File: config.mk
export PLATFORM = sky130hd
export DESIGN_NAME = sb_arbiter_flat
export DESIGN_NICKNAME = d
export VERILOG_FILES = /design/src/rtl/sb_arbiter_pkg.sv /design/src/rtl/sb_arbiter_if.sv /design/src/rtl/sb_lsu_align.sv /design/src/rtl/sb_arbiter.sv /design/src/flat_wrapper.sv
export SDC_FILE = /design/constraint.sdc
export NUM_CORES = 1
export LEC_CHECK = 0
export CORE_AREA = 2 2 106 108
export CTS_BUF_LIST = sky130_fd_sc_hd__clkbuf_4 sky130_fd_sc_hd__clkbuf_8 sky130_fd_sc_hd__clkbuf_16
export DETAILED_ROUTE_END_ITERATION = 16
export DIE_AREA = 0 0 108 110
export DONT_BUFFER_PORTS = 1
export GPL_ROUTABILITY_DRIVEN = 0
export GPL_TIMING_DRIVEN = 0
export PLACE_DENSITY = 0.35
export SLEW_MARGIN = 10
export SYNTH_ARGS = -nofsm -noshare
export SYNTH_HDL_FRONTEND = slang
export SYNTH_SLANG_ARGS = --single-unit
File: constraint.sdc
create_clock -name clk -period 3.1 [get_ports clk]
set_input_delay 0.31 -clock clk [delete_from_list [all_inputs] [get_ports clk]]
set_output_delay 0.31 -clock clk [all_outputs]
set_load 0.01 [all_outputs]
File: src/rtl/sb_arbiter_pkg.sv
// Shared encodings and helpers for the system-bus arbiter and its load/store aligner.
package sb_arbiter_pkg;

  localparam logic [1:0] SZ_B = 2'b00;
  localparam logic [1:0] SZ_H = 2'b01;
  localparam logic [1:0] SZ_W = 2'b10;

  localparam logic [31:0] ZERO32 = 32'h0000_0000;

  typedef enum logic [1:0] {
    TAG_NONE = 2'd0,
    TAG_IF   = 2'd1,
    TAG_D    = 2'd2
  } tag_e;

  // Everything needed to format the read data one cycle after the grant.
  typedef struct packed {
    tag_e       tag;
    logic [1:0] lane;
    logic [1:0] size;
    logic       un_sign;
  } resp_tag_t;

  localparam resp_tag_t RESP_NONE = '{tag: TAG_NONE, lane: 2'b00, size: 2'b00, un_sign: 1'b0};

  function automatic logic [31:0] extend_load(input logic [15:0] val, input logic is_half,
                                              input logic un_sign);
    logic fill;
    if (is_half) begin
      fill = val[15] & ~un_sign;
      return {{16{fill}}, val};
    end
    fill = val[7] & ~un_sign;
    return {{24{fill}}, val[7:0]};
  endfunction

endpackage

File: src/rtl/sb_arbiter_if.sv
// Core-side request/response signals and RAM-side strobes of the shared memory port.
interface sb_arbiter_if #(
  parameter int ADDR_W = 32
);
  logic              if_req;
  logic [ADDR_W-1:0] if_addr;
  logic              if_gnt;
  logic              if_rvalid;
  logic [31:0]       if_rdata;

  logic              d_re;
  logic              d_we;
  logic [ADDR_W-1:0] d_addr;
  logic [1:0]        d_size;
  logic              d_un_sign;
  logic [31:0]       d_wdata;
  logic              d_gnt;
  logic              d_rvalid;
  logic [31:0]       d_rdata;
  logic              d_misalign;

  logic              if_stall;
  logic              d_stall;

  logic              mem_en;
  logic              mem_we;
  logic [3:0]        mem_be;
  logic [ADDR_W-3:0] mem_addr;
  logic [31:0]       mem_wdata;
  logic [31:0]       mem_rdata;

  // master: the core plus the RAM; slave: the arbiter sitting between them.
  modport master (
    output if_req, if_addr, d_re, d_we, d_addr, d_size, d_un_sign, d_wdata, mem_rdata,
    input  if_gnt, if_rvalid, if_rdata, d_gnt, d_rvalid, d_rdata, d_misalign,
    input  if_stall, d_stall, mem_en, mem_we, mem_be, mem_addr, mem_wdata
  );

  modport slave (
    input  if_req, if_addr, d_re, d_we, d_addr, d_size, d_un_sign, d_wdata, mem_rdata,
    output if_gnt, if_rvalid, if_rdata, d_gnt, d_rvalid, d_rdata, d_misalign,
    output if_stall, d_stall, mem_en, mem_we, mem_be, mem_addr, mem_wdata
  );
endinterface

File: src/rtl/sb_lsu_align.sv
// Combinational store lane replication / byte enables, load lane select / extension,
// and misalignment detection for the data port.
module sb_lsu_align
  import sb_arbiter_pkg::*;
(
  input  logic [1:0]  i_req_lane,
  input  logic [1:0]  i_req_size,
  input  logic [31:0] i_st_wdata,
  output logic [3:0]  o_st_be,
  output logic [31:0] o_st_wdata,
  output logic        o_misalign,

  input  logic [1:0]  i_ld_lane,
  input  logic [1:0]  i_ld_size,
  input  logic        i_ld_un_sign,
  input  logic [31:0] i_ld_rdata,
  output logic [31:0] o_ld_data
);

  logic [7:0]  w_lane_byte [4];
  logic [7:0]  w_ld_byte;
  logic [15:0] w_ld_half;

  genvar gi;
  generate
    for (gi = 0; gi < 4; gi++) begin : g_lane
      assign w_lane_byte[gi] = i_ld_rdata[8*gi +: 8];
    end
  endgenerate

  always_comb begin
    o_misalign = 1'b0;
    o_st_be    = 4'b0000;
    o_st_wdata = ZERO32;
    case (i_req_size)
      SZ_B: begin
        o_st_be    = 4'b0001 << i_req_lane;
        o_st_wdata = {4{i_st_wdata[7:0]}};
      end
      SZ_H: begin
        o_misalign = i_req_lane[0];
        o_st_be    = 4'b0011 << i_req_lane;
        o_st_wdata = {2{i_st_wdata[15:0]}};
      end
      SZ_W: begin
        o_misalign = |i_req_lane;
        o_st_be    = 4'b1111;
        o_st_wdata = i_st_wdata;
      end
      default: o_misalign = 1'b1;
    endcase
  end

  // Halves are only ever granted on even lanes, so lane[1] alone picks the half.
  always_comb begin
    w_ld_byte = w_lane_byte[i_ld_lane];
    w_ld_half = i_ld_lane[1] ? i_ld_rdata[31:16] : i_ld_rdata[15:0];
    case (i_ld_size)
      SZ_B:    o_ld_data = extend_load({8'h00, w_ld_byte}, 1'b0, i_ld_un_sign);
      SZ_H:    o_ld_data = extend_load(w_ld_half, 1'b1, i_ld_un_sign);
      default: o_ld_data = i_ld_rdata;
    endcase
  end

endmodule

File: src/rtl/sb_arbiter.sv
// Shares one single-port 1-cycle-latency RAM between instruction fetch and load/store,
// with data priority, a fetch anti-starvation counter and a registered response tag.
module sb_arbiter
  import sb_arbiter_pkg::*;
#(
  parameter int ADDR_W     = 32,
  parameter int STARVE_MAX = 4
) (
  input  logic        clk,
  input  logic        rst,
  sb_arbiter_if.slave bus
);

  localparam logic [3:0] STARVE_LIM = 4'(STARVE_MAX);

  logic        w_d_req;
  logic        w_d_store;
  logic        w_misalign;
  logic        w_force_if;
  logic        w_d_gnt;
  logic        w_if_gnt;
  logic [3:0]  r_starve;
  logic [3:0]  w_starve_next;
  resp_tag_t   r_tag;
  resp_tag_t   w_tag_next;
  logic [3:0]  w_st_be;
  logic [31:0] w_st_wdata;
  logic [31:0] w_ld_data;
  logic        w_if_rvalid;
  logic        w_d_rvalid;
  logic        w_unused;

  // Fetch addresses are word aligned; their low bits carry no information.
  assign w_unused = &{1'b0, bus.if_addr[1:0]};

  sb_lsu_align u_align (
    .i_req_lane   (bus.d_addr[1:0]),
    .i_req_size   (bus.d_size),
    .i_st_wdata   (bus.d_wdata),
    .o_st_be      (w_st_be),
    .o_st_wdata   (w_st_wdata),
    .o_misalign   (w_misalign),
    .i_ld_lane    (r_tag.lane),
    .i_ld_size    (r_tag.size),
    .i_ld_un_sign (r_tag.un_sign),
    .i_ld_rdata   (bus.mem_rdata),
    .o_ld_data    (w_ld_data)
  );

  // Grants are gated by rst so every output reads 0 while reset is held.
  always_comb begin
    w_d_req    = bus.d_re | bus.d_we;
    w_d_store  = bus.d_we;
    w_force_if = bus.if_req & (r_starve == STARVE_LIM);
    w_d_gnt    = ~rst & w_d_req & ~w_misalign & ~w_force_if;
    w_if_gnt   = ~rst & bus.if_req & ~w_d_gnt;
  end

  always_comb begin
    w_starve_next = r_starve;
    if (!bus.if_req || w_if_gnt) begin
      w_starve_next = 4'd0;
    end else if (r_starve < STARVE_LIM) begin
      w_starve_next = r_starve + 4'd1;
    end
  end

  always_comb begin
    w_tag_next = RESP_NONE;
    if (w_if_gnt) begin
      w_tag_next.tag = TAG_IF;
    end else if (w_d_gnt && !w_d_store) begin
      w_tag_next.tag     = TAG_D;
      w_tag_next.lane    = bus.d_addr[1:0];
      w_tag_next.size    = bus.d_size;
      w_tag_next.un_sign = bus.d_un_sign;
    end
  end

  always_ff @(posedge clk) begin
    if (rst) begin
      r_starve <= 4'd0;
      r_tag    <= RESP_NONE;
    end else begin
      r_starve <= w_starve_next;
      r_tag    <= w_tag_next;
    end
  end

  // A response still tagged during the reset cycle is dropped here.
  always_comb begin
    w_if_rvalid = ~rst & (r_tag.tag == TAG_IF);
    w_d_rvalid  = ~rst & (r_tag.tag == TAG_D);
  end

  always_comb begin
    bus.if_gnt     = w_if_gnt;
    bus.d_gnt      = w_d_gnt;
    bus.if_stall   = ~rst & bus.if_req & ~w_if_gnt;
    bus.d_stall    = ~rst & w_d_req & ~w_d_gnt & ~w_misalign;
    bus.d_misalign = ~rst & w_d_req & w_misalign;

    bus.mem_en    = w_if_gnt | w_d_gnt;
    bus.mem_we    = w_d_gnt & w_d_store;
    bus.mem_be    = 4'b0000;
    bus.mem_addr  = '0;
    bus.mem_wdata = ZERO32;
    if (w_d_gnt) begin
      bus.mem_addr  = bus.d_addr[ADDR_W-1:2];
      bus.mem_be    = w_d_store ? w_st_be : 4'b1111;
      bus.mem_wdata = w_d_store ? w_st_wdata : ZERO32;
    end else if (w_if_gnt) begin
      bus.mem_addr = bus.if_addr[ADDR_W-1:2];
      bus.mem_be   = 4'b1111;
    end

    bus.if_rvalid = w_if_rvalid;
    bus.if_rdata  = w_if_rvalid ? bus.mem_rdata : ZERO32;
    bus.d_rvalid  = w_d_rvalid;
    bus.d_rdata   = w_d_rvalid ? w_ld_data : ZERO32;
  end

  // Load and store together is a core bug; the request is served as a store.
  a_rw_exclusive : assert property (@(posedge clk) disable iff (rst) !(bus.d_re && bus.d_we));

endmodule

File: src/flat_wrapper.sv
// flat-port wrapper written by rule: the top's interface ports become plain ports
module sb_arbiter_flat import sb_arbiter_pkg::*;
#(
  parameter int ADDR_W     = 32,
  parameter int STARVE_MAX = 4
)
  (clk, rst, bus_if_req, bus_if_addr, bus_d_re, bus_d_we, bus_d_addr, bus_d_size, bus_d_un_sign, bus_d_wdata, bus_mem_rdata, bus_if_gnt, bus_if_rvalid, bus_if_rdata, bus_d_gnt, bus_d_rvalid, bus_d_rdata, bus_d_misalign, bus_if_stall, bus_d_stall, bus_mem_en, bus_mem_we, bus_mem_be, bus_mem_addr, bus_mem_wdata);
  sb_arbiter_if #(.ADDR_W(ADDR_W)) bus_i ();
  input  logic clk;
  input  logic rst;
  input wire logic [$bits(bus_i.if_req)-1:0] bus_if_req;
  input wire logic [$bits(bus_i.if_addr)-1:0] bus_if_addr;
  input wire logic [$bits(bus_i.d_re)-1:0] bus_d_re;
  input wire logic [$bits(bus_i.d_we)-1:0] bus_d_we;
  input wire logic [$bits(bus_i.d_addr)-1:0] bus_d_addr;
  input wire logic [$bits(bus_i.d_size)-1:0] bus_d_size;
  input wire logic [$bits(bus_i.d_un_sign)-1:0] bus_d_un_sign;
  input wire logic [$bits(bus_i.d_wdata)-1:0] bus_d_wdata;
  input wire logic [$bits(bus_i.mem_rdata)-1:0] bus_mem_rdata;
  output wire logic [$bits(bus_i.if_gnt)-1:0] bus_if_gnt;
  output wire logic [$bits(bus_i.if_rvalid)-1:0] bus_if_rvalid;
  output wire logic [$bits(bus_i.if_rdata)-1:0] bus_if_rdata;
  output wire logic [$bits(bus_i.d_gnt)-1:0] bus_d_gnt;
  output wire logic [$bits(bus_i.d_rvalid)-1:0] bus_d_rvalid;
  output wire logic [$bits(bus_i.d_rdata)-1:0] bus_d_rdata;
  output wire logic [$bits(bus_i.d_misalign)-1:0] bus_d_misalign;
  output wire logic [$bits(bus_i.if_stall)-1:0] bus_if_stall;
  output wire logic [$bits(bus_i.d_stall)-1:0] bus_d_stall;
  output wire logic [$bits(bus_i.mem_en)-1:0] bus_mem_en;
  output wire logic [$bits(bus_i.mem_we)-1:0] bus_mem_we;
  output wire logic [$bits(bus_i.mem_be)-1:0] bus_mem_be;
  output wire logic [$bits(bus_i.mem_addr)-1:0] bus_mem_addr;
  output wire logic [$bits(bus_i.mem_wdata)-1:0] bus_mem_wdata;
  assign bus_i.if_req = bus_if_req;
  assign bus_i.if_addr = bus_if_addr;
  assign bus_i.d_re = bus_d_re;
  assign bus_i.d_we = bus_d_we;
  assign bus_i.d_addr = bus_d_addr;
  assign bus_i.d_size = bus_d_size;
  assign bus_i.d_un_sign = bus_d_un_sign;
  assign bus_i.d_wdata = bus_d_wdata;
  assign bus_i.mem_rdata = bus_mem_rdata;
  assign bus_if_gnt = bus_i.if_gnt;
  assign bus_if_rvalid = bus_i.if_rvalid;
  assign bus_if_rdata = bus_i.if_rdata;
  assign bus_d_gnt = bus_i.d_gnt;
  assign bus_d_rvalid = bus_i.d_rvalid;
  assign bus_d_rdata = bus_i.d_rdata;
  assign bus_d_misalign = bus_i.d_misalign;
  assign bus_if_stall = bus_i.if_stall;
  assign bus_d_stall = bus_i.d_stall;
  assign bus_mem_en = bus_i.mem_en;
  assign bus_mem_we = bus_i.mem_we;
  assign bus_mem_be = bus_i.mem_be;
  assign bus_mem_addr = bus_i.mem_addr;
  assign bus_mem_wdata = bus_i.mem_wdata;
  sb_arbiter #(.ADDR_W(ADDR_W), .STARVE_MAX(STARVE_MAX)) u_core (.clk(clk), .rst(rst), .bus(bus_i));
endmodule
# ---- After elaboration in Yosys (flattened, before gate mapping)
# Cells that the tools add are included.
dict set report word_totals {
  reg_bits 11
  inputBits 136
  out_inout_bits 139
  wordCells 74
}
dict set report op_classes {
  n_addsub 1
  order_cmp 2
  n_eq_ne 6
  shifts 2
  muxes 21
  n_bitwise 26
  n_reduce_logical 10
}
# cell n
set ops {}
lappend ops {{two-way mux 32 bit} 5}
lappend ops {{case mux 32 bit (3 select lines)} 1}
lappend ops {{case mux 32 bit (2 select lines)} 1}
lappend ops {{two-way mux 30 bit} 2}
lappend ops {{AND 1 bit} 16}
lappend ops {{binary-select mux 8 bit (select 2 bit)} 1}
lappend ops {{two-way mux 16 bit} 1}
lappend ops {{two-way mux 8 bit} 2}
lappend ops {{two-way mux 4 bit} 3}
lappend ops {{case mux 4 bit (3 select lines)} 1}
lappend ops {{two-way mux 7 bit} 1}
lappend ops {{inverter 1 bit} 7}
lappend ops {{== test 2 x 1 -> 1 bit (second input constant)} 3}
lappend ops {{OR reduction 2 bit} 3}
lappend ops {{adder 4 x 1 -> 4 bit (second input constant)} 1}
lappend ops {{== test 2 bit (second input constant)} 2}
lappend ops {{== test 4 x 3 -> 1 bit (second input constant)} 1}
lappend ops {{zero test 2 bit} 2}
lappend ops {{< comparator 4 x 3 -> 1 bit (second input constant)} 1}
lappend ops {{<< shifter 1 x 2 -> 4 bit (first input constant)} 1}
lappend ops {{<< shifter 2 x 2 -> 4 bit (first input constant)} 1}
lappend ops {{>= comparator 3 bit (second input constant)} 1}
lappend ops {{inverter 2 -> 3 bit} 1}
lappend ops {{case mux 1 bit (3 select lines)} 1}
lappend ops {{other kinds (6)} 9}

# ---- Longest topological paths before layout
dict set report depth {
  word_depth 9
  depth_mapped 8
  ltp_nobuf 7
}

# ---- By module
# Synthesis repeated with hierarchy kept, for this count alone.
dict set report unflattened {
  hier_cells 440
  hier_area_um2 2956.6
}
# module n_inst cells_each area_per_inst_um2 seq_area_each_um2
set by_module_without_submodules {}
lappend by_module_without_submodules {sb_arbiter 1 256 1810.5 220.2}
lappend by_module_without_submodules {sb_lsu_align 1 184 1146.1 0.0}

# ---- Worst setup path after synthesis
# Ideal clock, no wire load.
dict set report synth_timing {
  kind {reg-to-output}
  startpoint {register u_core.r_tag[1] in the netlist's numbering}
  endpoint {output port bus_d_rdata[7]}
  arrival_ns 1.446
  required_ns 2.790
  slack_ns 1.344
  stages_incl_launch_ff 6
  path_buffers 2
  cell_sequence {dfxtp_1 > buf_2 > nand2b_1 > buf_2 > nor3_1 > a2111oi_0}
}
dict set report synth_via {
  elab_chain_cells 3
  word_cells_on_any_way 4
}
# element line_no
set synth_rtl {}
lappend synth_rtl {{start: declaration} sb_arbiter.sv:24} ;# resp_tag_t r_tag;
lappend synth_rtl {{start signal: assignment} sb_arbiter.sv:86} ;# r_tag <= w_tag_next;
lappend synth_rtl {{== test 2 x 1 -> 1 bit / zero test 2 bit (equally long branches)} sb_lsu_align.sv:58} ;# case (i_ld_size)
lappend synth_rtl {{case mux 32 bit (2 select lines) *} sb_lsu_align.sv:58}
lappend synth_rtl {{two-way mux 32 bit *} sb_arbiter.sv:120} ;# bus.d_rdata = w_d_rvalid ? w_ld_data : ZERO32;
lappend synth_rtl {{end: declaration} flat_wrapper.sv:25} ;# output wire logic [$bits(bus_i.d_rdata)-1:0] bus_d_rdata;
# Mark *: on every way between the ends. The rest lies on a longest branch, timed or not.

# ---- Worst setup path after layout
# Ends and elaborated chain as after synthesis.

==> metrics.csv <==
metric,value,unit
IO buf count,0,
sequential share of power,26.5,%
Yosys cell types,40,
Longest Clk Path Bufs,2,
WL/cell,18.1,um
Worst Path Required,2.79,ns
"worst slack, placed",0.879,ns
core footprint,10700,um2
Yosys reg bits,11,
routed vias/inst,5.14,
cell taking the most area after synthesis,nand2_1,
final setup violation count,0,
max_cap viols,0,
fin worst setup slack,0.731,ns
antenna violations before repair,1,
first-pass GRT wire length,13800,um
kind of critical path,register to output pin,
"Clk Latency, worst-skew pair",0.23,ns
Power Density,210,nW/um2
Slew HR,30.8,%
vias in the first global route,2554,
crit path to,bus_d_rdata[7],
Ys Warns,0,
Pleak,1.21,nW
clk slew on worst S/H paths,0.05,ns
# nets final,542,
post-synth top area share,14.5,%
Post-CTS Setup Bufs,0,
syn avg cell area,6.10,um2
Final Hold Fails,0,
Slew @ Worst Pin,1.01,ns
critical path capture point type,output pin,
Chip Height,110,um
fmax,422,MHz
Die ar.,11900,um2
CP arrival,2.06,ns
"count leader, synth",nand2_1,
CTS tree,done,
initial core utilization,22.7,%
Finished Layout Cells,543,
final core occ,24.8,%
syn nets,537,
startpoint types,register,
CTS sink cnt,11,
Final Max Slew Viols,0,
Layout area overhead,9.21,%
share of layout cells above drive strength 1,14.4,%
crit-path max FO,10,
Commonest cells post-synth,"nand2_1, and2_1, a21oi_1, nand3_1, o21ai_0",
Routed Antenna Nets,0,
Clk pwr share,26.3,%
hold crit path type,input pin to register,
vias post-DR,2793,
design area,2660,um2
switching share of power,41.2,%
CTS resizes,0,
Core Rows,38,
largest net degree at the start of global routing,11,
minimum clock period,2.37,ns
Final period util,76.4,%
Gate Count Post-Synth,399,
Net Sw Power,0.000230,W
Root Buffer Master,clkbuf_8,
Ports,275,
DRC,0,
"reg-to-reg slack, setup",1.42,ns
"Seq/Total Area, Yosys",9.05,%
dpl cells,539,
GR Util All Layers,14.8,%
outcome,"finished, final reports clean",
Setup TNS,0,ns
post-DP HPWL,8260,um
clk_skew,0.000709,ns
# hold bufs at CTS,0,
Peak VDD IR,0.0861,mV
asr flop ratio synth,0,%
Pint,0.000329,W
diode count,0,
H-tree levels,1,
combinational share of power,47.2,%
Main synth FF type,dfxtp_1,
crit path launch,u_core.r_tag[1],
TritonCTS Buffers,3,
overall routed net length,9830,um
"Cell Area, Placed",2610,um2
Critical R2R Capture,u_core.r_starve[1],
Die W,108,um
Pre-antenna DRT Iters,4,
"EDFF count, synth",0,
grt total ovfl,0,
worst r2r src,u_core.r_starve[0],
unrepaired setup endpoints after global routing,no,
largest cells by area after synthesis,"nand2_1, and2_1, dfxtp_1, a21oi_1, nand3_1",
Reg2Reg Depth,7,
initial DRC count,106,
"Cell Area, Synth",2430,um2
==> per-stage QoR <==
step                hold WS [ns]  total power [W]
floorplan                  0.419         0.000365
global route               0.208         0.000599
detailed placement         0.442         0.000416
finish                     0.204         0.000559
CTS                        0.204         0.000565
global placement           0.438         0.000415
==> sequential cells by signal (all words and copies together) (netlist names) <==
name / flops
u_core.r_starve: 4
u_core.r_tag: 7
==> layout make-up <==
cell class | instances | area [um2]
well taps | 140 | 175
plain buffers | 33 | 189
fillers | 1254 | 8040
flip-flops and latches | 11 | 220
clock buffers | 4 | 48.8
inverters | 20 | 75.1
multi-input cells | 335 | 1950
==> worst min path at each step <==
stage,to,startpoint,cells past startpoint
final,u_core.r_tag[4],bus_d_addr[1],1
after global routing,u_core.r_tag[4],bus_d_addr[1],1
after CTS,u_core.r_tag[4],bus_d_addr[1],1
after detailed placement,u_core.r_tag[4],bus_d_addr[1],1
after global placement,u_core.r_tag[4],bus_d_addr[1],1
after floorplan,u_core.r_tag[6],bus_d_we,1
==> kinds of logic after synthesis <==
logic type	Yosys count	synth area share [%]
adders and majority gates	2	1.03
muxes	12	5.86
AOI/OAI and AO/OA	95	27.2
DFF	11	9.05
buffers and inverters	53	10.9
xor gates and xnor gates	1	0.360
and+or+nand+nor	225	45.7
==> cell usage in the layout, fill, tap and decap left out, drive strengths merged <==
cell type / instances
nand2: 94
and2: 39
a21oi: 38
nand3: 31
buf: 23
nor2: 21
o21ai: 19
inv: 19
a21o: 16
clkbuf: 14
nor2b: 12
dfxtp: 11
mux2i: 10
nor4: 9
or2: 7
a221oi: 7
o22ai: 7
nor3: 7
nand2b: 2
a211oi: 2
mux2: 2
nor3b: 2
ha: 2
o21ba: 1
nand4b: 1
o211ai: 1
o2111ai: 1
clkinv: 1
o31a: 1
a2111oi: 1
a311oi: 1
xnor2: 1
==> worst max-delay path, stage by stage, from the launching register on <==
cell,delay (ns)
dfxtp_1,0.35
buf_2,0.24
nand2b_1,0.14
buf_2,0.21
nor3_1,0.08
a2111oi_0,0.81
==> metal layers <==
layer / part of all wire, % / up-vias / GRT usage, %
li1: - / 1358 / -
met1: 38 / 1244 / 16.5
met2: 51 / 181 / 28.6
met3: 9.5 / 8 / 3.06
met4: 1.2 / 2 / 3.48
met5: 0.13 / - / 0
==> power groups by stage <==
stage	clock (W)	sequential (W)	combinational (W)
2_1_floorplan	0	0.000150	0.000214
3_3_place_gp	0	0.000151	0.000264
3_5_place_dp	0	0.000151	0.000265
4_1_cts	0.000151	0.000148	0.000266
5_1_grt	0.000157	0.000148	0.000294
6_report	0.000147	0.000148	0.000264
(Power assumes the default switching activity.)
==> patch 1: new RTL, same settings <==
`ADDR_W` is set to 32 in 3 places; all go to 16.
--- a/src/rtl/sb_arbiter_if.sv
+++ b/src/rtl/sb_arbiter_if.sv
@@ -2,3 +2,3 @@
 interface sb_arbiter_if #(
-  parameter int ADDR_W = 32
+  parameter int ADDR_W = 16
 );
--- a/src/rtl/sb_arbiter.sv
+++ b/src/rtl/sb_arbiter.sv
@@ -5,3 +5,3 @@
 #(
-  parameter int ADDR_W     = 32,
+  parameter int ADDR_W     = 16,
   parameter int STARVE_MAX = 4
--- a/src/flat_wrapper.sv
+++ b/src/flat_wrapper.sv
@@ -3,3 +3,3 @@
 #(
-  parameter int ADDR_W     = 32,
+  parameter int ADDR_W     = 16,
   parameter int STARVE_MAX = 4
Ports: changed (resized bus_d_addr, bus_if_addr and bus_mem_addr); port bits go from 275 to 227. No check against the original RTL was run, so the function may have changed too.
==> patch 1 against the unedited design <==
- final area shrank 7.7%
- area after synthesis down 8.4%
- utilization fell by 1.9 points
- total power down 6.0%
- via count fell by 12%
- sequential cell count unchanged
- combinational power fell by 13%
- critical path depth unchanged
- setup slack better by 94 ps
- count of clock-buffer cells in the layout unchanged
- wire length decreased by 11%
- sequential share of layout area up 0.69 points
- largest power group unchanged
==> patch 1: results <==
metrics = {
    "global_routing": {
        "antenna_found_initial": 0,
        "grt_pass1_vias": 2238,
        "grt_pass1_wl_mm": 12.09,
        "grt_usage": 0.1289,
    },
    "sta": {
        "fin_skew_ps": 1.419,
        "maxSlewHeadroom": 0.3565,
    },
    "synthesis": {
        "ys_dominant_reg_cell": "dfxtp_1",
        "synth_cells": 345,
        "ys_seq_area_frac": 0.09882,
        "synth_mux_area_frac": 0.06401,
        "yosys-top-cells-count": "nand2_1, and2_1, a21oi_1",
        "netlist-cell-type-count": 44,
        "synth_compound_area_frac": 0.3004,
        "yosysMostFrequentCell": "nand2_1",
        "syn_nets": 451,
        "synth_xor_area_frac": 0.003930,
        "synth_area_leaders": "and2_1, nand2_1, dfxtp_1",
        "synthAdderAreaFrac": 0.01123,
    },
    "final_layout": {
        "drive_gt1_frac": 0.1633,
        "largestRegisters": "u_core.r_tag (7), u_core.r_starve (4)",
        "fill_cells": 1249,
        "finalNetCount": 456,
    },
    "cts": {
        "clock_path_buffers": 2,
        "clkTransAtPathRegs_ps": 50,
        "cts_buffers": 3,
        "post_cts_buffers": 0,
    },
    "critical_path": {
        "cp_max_fo": 10,
        "cp_data_arrival_time_ps": 1960,
    },
    "route": {
        "num_vias": 2471,
        "drtIter0Drc": 81,
        "ant_nets": 0,
        "viasPerCell": 5.053,
        "routed_wl_mm": 8.770,
    },
    "power": {
        "p_leak_uw": 0.001064,
        "ir_worst_vdd_mv": 0.07738,
    },
    "placed_design": {
        "dp_cells": 485,
        "post-dp-hpwl_mm": 7.263,
        "port_buffers": 0,
        "placed_cell_area_um2": 2404,
    },
    "run_status": {
        "status": "finished clean",
    },
}
patch 1: changes by cell type after synthesis, moves of 2 or more:
cell      before  now
buf_2         13   10
nand3_1       31   15
clkbuf_1      10    8
nand2_1       94   61
patch 1: cell families after synthesis:
group | Yosys count
flip-flops | 11
AND/OR/NAND/NOR | 177
multiplexers | 12
buffers and inverters | 47
adder cells (fa/ha/maj) | 2
XOR/XNOR | 1
AO/OA/AOI/OAI | 95
patch 1: path summary, 6_finish.rpt:
| check | from | to | slack (ps) | cells past startpoint |
|---|---|---|---|---|
| worst min-delay path | bus_d_we | u_core.r_tag[6] | 170 | 1 |
| worst max register to register | u_core.r_starve[0] | u_core.r_starve[1] | 1550 | 7 |
| worst max-delay path | u_core.r_tag[1] | bus_d_rdata[7] | 830 | 5 |
| worst min register to register | u_core.r_starve[3] | u_core.r_starve[3] | 480 | 2 |
patch 1: final cells by class:
class,instances,area [um2],area share
plain buffers,27,158.9,0.06480
clock buffers,4,48.80,0.01990
inverters,20,77.57,0.03163
multi-input cells,287,1772,0.7224
flip-flops and latches,11,220.2,0.08980
well taps,140,175.2,0.07143
patch 1: power by group:
group / leakage, uW / internal, uW / switching, uW
clock network: 0.0000262 / 98.7 / 49.7
registers: 0.0000893 / 145 / 2.61
logic: 0.000949 / 76.2 / 153
patch 1: layer usage:
layer / routed length [um] / vias to the layer above / track usage
met5: 0 / - / 0
met1: 3646 / 1145 / 0.1602
met2: 4455 / 131 / 0.2381
li1: - / 1193 / -
met4: 27 / 0 / 0.02015
met3: 641 / 2 / 0.02058
patch 1: critical path, cell delays in order, from the launching register on:
cell and delay, ps:
dfxtp_1 330, buf_2 220, nand2b_1 150, buf_2 230, nor3_1 70, a2111oi_0 740
patch 1: metrics by stage:
step,util,setup slack (ps),hold slack [ps]
after floorplan,-,1343,396.6
after global routing,0.2292,671.1,160.9
final,0.2292,825.6,166.6
after detailed placement,0.2247,1063,411.2
after global placement,0.2247,1081,408.5
after CTS,0.2292,805.5,163.3
==> patch 2: new RTL, same settings <==
Made on the original files. Make the reset (`rst`) asynchronous in one clocked block.
--- a/src/rtl/sb_arbiter.sv
+++ b/src/rtl/sb_arbiter.sv
@@ -79,3 +79,3 @@
 
-  always_ff @(posedge clk) begin
+  always_ff @(posedge clk or posedge rst) begin
     if (rst) begin
Function: no difference found for any inputs over 10 cycles, from zero or initial values and one cycle with rst high; that may be too few to reach the edited logic, so the function may still have changed.
==> patch 2 against the unedited design <==
- sequential cell count did not move
- sequential share of layout area is 1.9 points higher
- area after synthesis rose by 1.0%
- first-iteration DRC count is 53% higher
- non-clock buffer count rose by 7
- utilization increased by 0.30 points
- sequential power rose by 4%
- total power rose by 5.6%
- final area up 1.2%
- wire length increased by 14%
- register-to-register slack lost 280 ps
- highest routed layer unchanged
- setup slack lost 410 ps
==> patch 2: results <==
metrics = {
    "global_routing": {
        "met1_usage": 0.1886,
        "grt_pass1_wl_mm": 15.88,
        "grt.overflow.total": 0,
        "antenna_found_initial": 1,
        "grt_max_degree": 15,
        "grt_use_met3": 0.04644,
        "grt_usage": 0.1698,
        "grt_pass1_vias": 2800,
        "use_met2": 0.3140,
    },
    "sta": {
        "setup_slack_ps": 323.5,
        "maxSlewHeadroom": 0.4922,
        "fin_skew_ps": 2.538,
    },
    "run_status": {
        "status": "finished clean",
    },
    "power": {
        "ir_worst_vdd_mv": 0.1041,
        "clk-power_uw": 140,
        "p_leak_uw": 0.001089,
        "p_int_uw": 331.4,
        "sequentialPower_uw": 154,
        "power.total_uw": 590.5,
    },
    "route": {
        "met2_length_mm": 5.778,
        "routedWlPerCell_um": 20.31,
        "met3_length_mm": 1.037,
        "top_layer_used": "met5",
        "wl_met1_mm": 4.049,
        "drtIter0Drc": 162,
        "drt_first_pass_iters": 4,
        "num_vias": 3025,
    },
    "critical_path": {
        "cp_max_fo": 14,
        "slowest_stage": "dlygate4sd3_1",
        "cp_data_arrival_time_ps": 2470,
        "crit_path_max_incr_delay_ps": 560,
        "reg2reg_slack_ps": 1140,
    },
    "synthesis": {
        "ys_warn_count": 0,
        "ys_dominant_reg_cell": "dfrtp_1",
        "async_flop_share": 1.000,
        "yosys-top-cells-count": "nand2_1, o21ai_0, and2_1",
        "synth_area_leaders": "dfrtp_1, and2_1, o21ai_0",
        "netlist-cell-type-count": 40,
        "syn_nets": 543,
        "ys_seq_area_frac": 0.1120,
    },
    "min_path": {
        "worstHoldPathType": "input pin to flop",
    },
    "cts": {
        "cts-root-buf": "clkbuf_8",
        "clk_latency_ps": 230,
        "clkTransAtPathRegs_ps": 50,
        "htreeDepth": 1,
        "cts_buffers": 3,
        "clock_path_buffers": 2,
    },
    "final_layout": {
        "finalNetCount": 549,
        "n_antenna_cell": 0,
        "drive_gt1_frac": 0.05610,
        "largestRegisters": "u_core.r_tag (7), u_core.r_starve (4)",
    },
    "placed_design": {
        "placed_cell_area_um2": 2633,
        "post-dp-hpwl_mm": 9.110,
        "port_buffers": 0,
        "place_ws_ps": 646.6,
    },
}
==> patch 2: critical path, delay by kind of cell <==
kind | cells | cell delay [ps]
buffers and inverters | 4 | 1410
AND/OR/NAND/NOR | 2 | 740
==> patch 2: kinds of logic (layout without fill, tap and decap cells) <==
family | Yosys count | after routing | synth area share
AO/OA/AOI/OAI | 142 | 142 | 0.3829
flip-flops | 11 | 11 | 0.1120
buffers and inverters | 56 | 61 | 0.09572
XOR/XNOR | 1 | 1 | 0.003565
multiplexers | 2 | 2 | 0.008656
adder cells (fa/ha/maj) | 2 | 2 | 0.01018
AND/OR/NAND/NOR | 191 | 191 | 0.3870
==> patch 2: cell type report <==
cell class	instances	area [um2]
sequential	11	275.3
tap	140	175.2
multi-input combinational	338	1947
clock inverter	1	5.005
timing repair buffer	1	10.01
buffer	39	171.4
fill	1251	8009
clock buffer	3	41.29
inverter	17	63.81
==> patch 2: final timing paths <==
check	startpoint	endpoint	depth (start not counted)
max	rst	bus_mem_wdata[7]	6
max in group asynchronous	rst	u_core.r_tag[1]	2
max reg2reg	u_core.r_starve[0]	u_core.r_tag[2]	8
min	bus_d_un_sign	u_core.r_tag[0]	1
min reg2reg	u_core.r_starve[3]	u_core.r_starve[3]	2
min in group asynchronous	rst	u_core.r_tag[5]	2
==> patch 2: stage by stage <==
step,cells,hold WS (ps),util
final,550,235.5,0.2513
after detailed placement,545,245.8,0.2461
after floorplan,405,187.0,-
after CTS,550,230.8,0.2513
after global placement,545,255.6,0.2461
after global routing,550,230.0,0.2513
==> patch 2: what timing repair did <==
item,in CTS,in global routing
gates resized for setup,0,0
endpoints found under the setup margin,0,0
hold endpoints to repair,11,0
hold buffers,1,0
setup buffers,0,0
